$ cat config.mk
export PLATFORM = sky130hd
export DESIGN_NAME = ps2_keyboard_rx
export DESIGN_NICKNAME = d
export VERILOG_FILES = /design/src/rtl/ps2_keyboard_rx.sv
export SDC_FILE = /design/constraint.sdc
export NUM_CORES = 1
export LEC_CHECK = 0
export BUFFER_PORTS_ARGS = -buffer_cell sky130_fd_sc_hd__clkbuf_2
export CORE_MARGIN = 10
export CORE_UTILIZATION = 40
export CTS_BUF_LIST = sky130_fd_sc_hd__clkbuf_16
export DETAILED_ROUTE_END_ITERATION = 10
export GPL_ROUTABILITY_DRIVEN = 0
export GPL_TIMING_DRIVEN = 0
export PLACE_DENSITY = 0.64
export SLEW_MARGIN = 0
export SYNTH_ARGS = -nofsm -noshare
export SYNTH_HDL_FRONTEND = slang
export SYNTH_SLANG_ARGS = --single-unit
$ cat constraint.sdc
create_clock -name clk -period 5.1 [get_ports clk]
set_clock_uncertainty 0.05 [all_clocks]
set_input_delay 1.02 -clock clk [delete_from_list [all_inputs] [get_ports clk]]
set_output_delay 1.02 -clock clk [all_outputs]
set_load 0.01 [all_outputs]
$ cat src/rtl/ps2_keyboard_rx.sv
// rtl/ps2_keyboard_rx.sv - PS/2 device-to-host frame receiver with stb/ack word output
// Checks start/parity/stop, times out stalled frames, and flags overrun on the next delivered word.
module ps2_keyboard_rx #(
  parameter int unsigned TIMEOUT_CYCLES = 100000
) (
  input  logic        clk,
  input  logic        rst,
  input  logic        ps2_clk,
  input  logic        ps2_data,
  output logic [31:0] output_ps2,
  output logic        output_ps2_stb,
  input  logic        output_ps2_ack,
  output logic        frame_error
);

  localparam int TW = $clog2(TIMEOUT_CYCLES + 1);

  typedef enum logic [1:0] {IDLE, RECEIVE, STOP} state_e;

  state_e        state_q, state_d;
  logic          clk_meta_q, clk_sync_q, clk_hist_q;
  logic          data_meta_q, data_sync_q;
  logic [3:0]    bit_cnt_q, bit_cnt_d;
  logic [TW-1:0] timer_q, timer_d;
  logic [8:0]    shift_q, shift_d;
  logic [8:0]    word_q, word_d;
  logic          stb_q, stb_d;
  logic          overrun_q, overrun_d;
  logic          err_q, err_d;

  logic fall;
  logic timeout;

  assign fall    = clk_hist_q & ~clk_sync_q;
  assign timeout = (timer_q == TW'(TIMEOUT_CYCLES - 1));

  always_ff @(posedge clk or negedge rst) begin
    if (!rst) begin
      clk_meta_q  <= 1'b1;
      clk_sync_q  <= 1'b1;
      clk_hist_q  <= 1'b1;
      data_meta_q <= 1'b1;
      data_sync_q <= 1'b1;
      state_q     <= IDLE;
      bit_cnt_q   <= '0;
      timer_q     <= '0;
      shift_q     <= '0;
      word_q      <= '0;
      stb_q       <= 1'b0;
      overrun_q   <= 1'b0;
      err_q       <= 1'b0;
    end else begin
      clk_meta_q  <= ps2_clk;
      clk_sync_q  <= clk_meta_q;
      clk_hist_q  <= clk_sync_q;
      data_meta_q <= ps2_data;
      data_sync_q <= data_meta_q;
      state_q     <= state_d;
      bit_cnt_q   <= bit_cnt_d;
      timer_q     <= timer_d;
      shift_q     <= shift_d;
      word_q      <= word_d;
      stb_q       <= stb_d;
      overrun_q   <= overrun_d;
      err_q       <= err_d;
    end
  end

  always_comb begin
    state_d   = state_q;
    bit_cnt_d = bit_cnt_q;
    timer_d   = timer_q;
    shift_d   = shift_q;
    word_d    = word_q;
    stb_d     = stb_q & ~output_ps2_ack;
    overrun_d = overrun_q;
    err_d     = 1'b0;
    case (state_q)
      IDLE: begin
        timer_d = '0;
        if (fall) begin
          if (!data_sync_q) begin
            state_d   = RECEIVE;
            bit_cnt_d = '0;
          end else begin
            err_d = 1'b1;
          end
        end
      end
      RECEIVE: begin
        if (fall) begin
          shift_d   = {data_sync_q, shift_q[8:1]};
          bit_cnt_d = bit_cnt_q + 4'd1;
          timer_d   = '0;
          if (bit_cnt_q == 4'd8) state_d = STOP;
        end else if (timeout) begin
          state_d = IDLE;
          err_d   = 1'b1;
        end else begin
          timer_d = timer_q + 1'b1;
        end
      end
      STOP: begin
        if (fall) begin
          state_d = IDLE;
          timer_d = '0;
          if (data_sync_q && (^shift_q)) begin
            // A held word that is not being taken this cycle keeps priority.
            if (!stb_q || output_ps2_ack) begin
              word_d    = {overrun_q, shift_q[7:0]};
              stb_d     = 1'b1;
              overrun_d = 1'b0;
            end else begin
              overrun_d = 1'b1;
            end
          end else begin
            err_d = 1'b1;
          end
        end else if (timeout) begin
          state_d = IDLE;
          err_d   = 1'b1;
        end else begin
          timer_d = timer_q + 1'b1;
        end
      end
      default: state_d = IDLE;
    endcase
  end

  assign output_ps2     = {23'b0, word_q};
  assign output_ps2_stb = stb_q;
  assign frame_error    = err_q;

endmodule

==> flow_metrics.env <==
export IMPL_synth_edff_count=0
export IMPL_fp_dieW_um=101
export IMPL_powerDensity_mw_per_mm2=455
export IMPL_vias_per_cell=5.01
export IMPL_reg2reg_depth=6
export IMPL_wl_mm=4.72
export IMPL_cts_resized_gates=0
export IMPL_fin_setup_tns_ns=0
export IMPL_max_cap_viol_count=0
export IMPL_placed_cells=354
export IMPL_synthCells=240
export IMPL_post_route_min_period_ns=2.25
export IMPL_pre_cts_slack_ns=2.80
export IMPL_critical_path_arrival_ns=2.40
export IMPL_timing_final_crit_share=0.441
export IMPL_crit_start="state_q[0]$_DFFE_PN0P_"
export IMPL_syn2layout_area_growth_pct=16.0
export IMPL_diodes=0
export IMPL_clkSinkCount=49
export IMPL_hold_path_startpoint="clk_meta_q$_DFF_PN1_"
export IMPL_drcViolationCount=0
export IMPL_hold_buffers=0
export IMPL_grt_pass1_wl_mm=8.27
export IMPL_finalHoldViolCount=0
export IMPL_fillers=584
export IMPL_synth_async_sr_flop_share=1.00
export IMPL_final_util=0.479
export IMPL_slew_viol_final=0
export IMPL_htree_num_levels=2
export IMPL_dpl_cell_area_mm2=0.00289
export IMPL_initial_utilization=0.413
export IMPL_criticalPathCategory="register to register"
export IMPL_post_cts_buffers=0
export IMPL_insertion_delay_ns=0.28
export IMPL_grt_overflow_total=0
export IMPL_antenna_found_initial=0
export IMPL_synth_seq_area_share=0.467
export IMPL_synthesis_area_mm2=0.00264
export IMPL_setup_slack_ns=2.85
export IMPL_worstPathRequired_ns=5.26
export IMPL_setup_violations=0
export IMPL_die_area_mm2=0.0102
export IMPL_grt_use_total=0.0981
export IMPL_drt_pass1_iter_count=4
export IMPL_synthFlopType="dfrtp_1"
export IMPL_cts_buffers=5
export IMPL_coreArea_mm2=0.00639
export IMPL_leakage_nw=1.45
export IMPL_path_clk_slew_ns=0.06
export IMPL_drive_above_1_share=0.274
export IMPL_wire_per_inst_um=13.0
export IMPL_io_pins=39
export IMPL_cts_max_path_buffers=2
export IMPL_place_hpwl_mm=3.47
export IMPL_grt_max_degree=50
export IMPL_relSlewSlack=0.213
export IMPL_worst_slew_pin_slew_ns=1.18
export IMPL_multiInputGateArea_mm2=0.00126
export IMPL_cp_start_kind="register"
export IMPL_syn_avg_cell_area_um2=11.0
export IMPL_worstHoldPathCells=0
export IMPL_worstPathMaxFanout=8
export IMPL_yosysWarningCount=0
export IMPL_root_buffer="clkbuf_16"
export IMPL_fin_cells=362
export IMPL_rsz0062_at_grt="no"
export IMPL_ys_types=54
export IMPL_fin_area_mm2=0.00306
export IMPL_numPortBuffers=15
export IMPL_die_h_um=101
export IMPL_synth_seq_cells=49
export IMPL_r2r_start="state_q[0]$_DFFE_PN0P_"
export IMPL_power_mw=1.39
export IMPL_status="completed"
export IMPL_via_count=1813
export IMPL_min_path_type="register to register"
export IMPL_grt_pass1_vias=1805
export IMPL_hold_slack_ns=0.306
export IMPL_fmax_mhz=445
export IMPL_peakVddDrop_uv=187
export IMPL_drtIter0Drc=121
export IMPL_rows=29
export IMPL_cts_tree="yes"
export IMPL_nets=296
export IMPL_drtAntennaViolNets=0
export IMPL_seq_area_mm2=0.00123
export IMPL_endpoint_kind="register"
[cell type report]
class | instances | area share
Inverter | 9 | 0.0110
Multi-Input combinational cell | 176 | 0.411
Tap cell | 77 | 0.0315
Sequential cell | 49 | 0.403
Buffer | 28 | 0.0650
Timing Repair Buffer | 15 | 0.0245
Clock inverter | 3 | 0.0139
Clock buffer | 5 | 0.0409
[worst paths after layout]
check,end,slack [ns]
setup / recovery,timer_q[15]$_DFFE_PN0P_,2.85
hold / removal,clk_sync_q$_DFF_PN1_,0.31
setup reg to reg,timer_q[15]$_DFFE_PN0P_,2.85
hold reg to reg,clk_sync_q$_DFF_PN1_,0.31
max in group asynchronous,bit_cnt_q[3]$_DFFE_PN0P_,3.37
min in group asynchronous,timer_q[4]$_DFFE_PN0P_,0.92
[synth_stat cells (2+ instances only)]
cell | n | share of area
a21oi_1 | 12 | 0.023
a22o_1 | 3 | 0.010
a32o_1 | 2 | 0.0076
and4_1 | 3 | 0.010
buf_4 | 23 | 0.065
clkbuf_1 | 4 | 0.0057
dfrtp_1 | 44 | 0.42
dfstp_2 | 5 | 0.050
ha_1 | 7 | 0.033
inv_1 | 9 | 0.013
mux2_2 | 19 | 0.081
nand2_1 | 12 | 0.017
nand2b_1 | 3 | 0.0071
nand3_1 | 8 | 0.015
nand3b_1 | 2 | 0.0057
nand4_1 | 3 | 0.0071
nor2_1 | 5 | 0.0071
nor2b_1 | 2 | 0.0047
nor3_1 | 4 | 0.0076
nor3b_1 | 2 | 0.0057
o21ai_0 | 10 | 0.019
o21ai_1 | 7 | 0.013
or2_2 | 2 | 0.0047
or3_1 | 13 | 0.031
or4_1 | 2 | 0.0057
xnor2_1 | 3 | 0.010
xnor3_1 | 2 | 0.017
xor2_1 | 3 | 0.010
[cells by family after synthesis]
| kind of cell | count (synthesis) | share of synthesized area |
|---|---|---|
| simple gates | 71 | 0.162 |
| buf+inv | 37 | 0.0882 |
| fa+ha+maj | 7 | 0.0332 |
| other cells | 1 | 0.00142 |
| xor+xnor | 8 | 0.0370 |
| compound gates | 45 | 0.114 |
| mux | 22 | 0.0976 |
| flops | 49 | 0.467 |
[power by group]
group          switching [mW]  internal (mW)  total [mW]  leakage [nW]
combinational           0.251          0.249       0.500         0.717
clock                   0.135          0.230       0.365        0.0852
sequential             0.0644          0.463       0.528         0.647
total                   0.450          0.943        1.39          1.45
[cells in the final DEF, fill, tap and decap left out, types with 10 or more instances in the layout]
master and instances:
a21oi_1 12, buf_4 23, clkbuf_2 15, conb_1 23
dfrtp_1 44, inv_1 10, mux2_2 19, nand2_1 12
o21ai_0 10, or3_1 13
[state kept, by name, summed over array words and instances (netlist names)]
name,cells
bit_cnt_q,4
data_sync_q,1
word_q,9
timer_q,17
shift_q,9
clk_sync_q,1
state_q,2
output_ps2_stb,1
clk_hist_q,1
data_meta_q,1
clk_meta_q,1
overrun_q,1
frame_error,1
[critical path, stage by stage, from the launching register on]
cell and delay [ns]:
dfrtp_1 0.41, ha_1 0.32, nand3b_1 0.26, or4_1 0.43, clkbuf_1 0.19, or3_1 0.37, a21oi_1 0.14
[metal layers]
metal | track usage | share of wire | vias to the layer above
met1 | 0.123 | 0.48 | 852
met2 | 0.147 | 0.44 | 40
met5 | 0 | 0 | -
met4 | 0.0418 | 0.016 | 0
met3 | 0.0388 | 0.066 | 7
li1 | - | - | 914
Power figures use the tool's default switching activity.
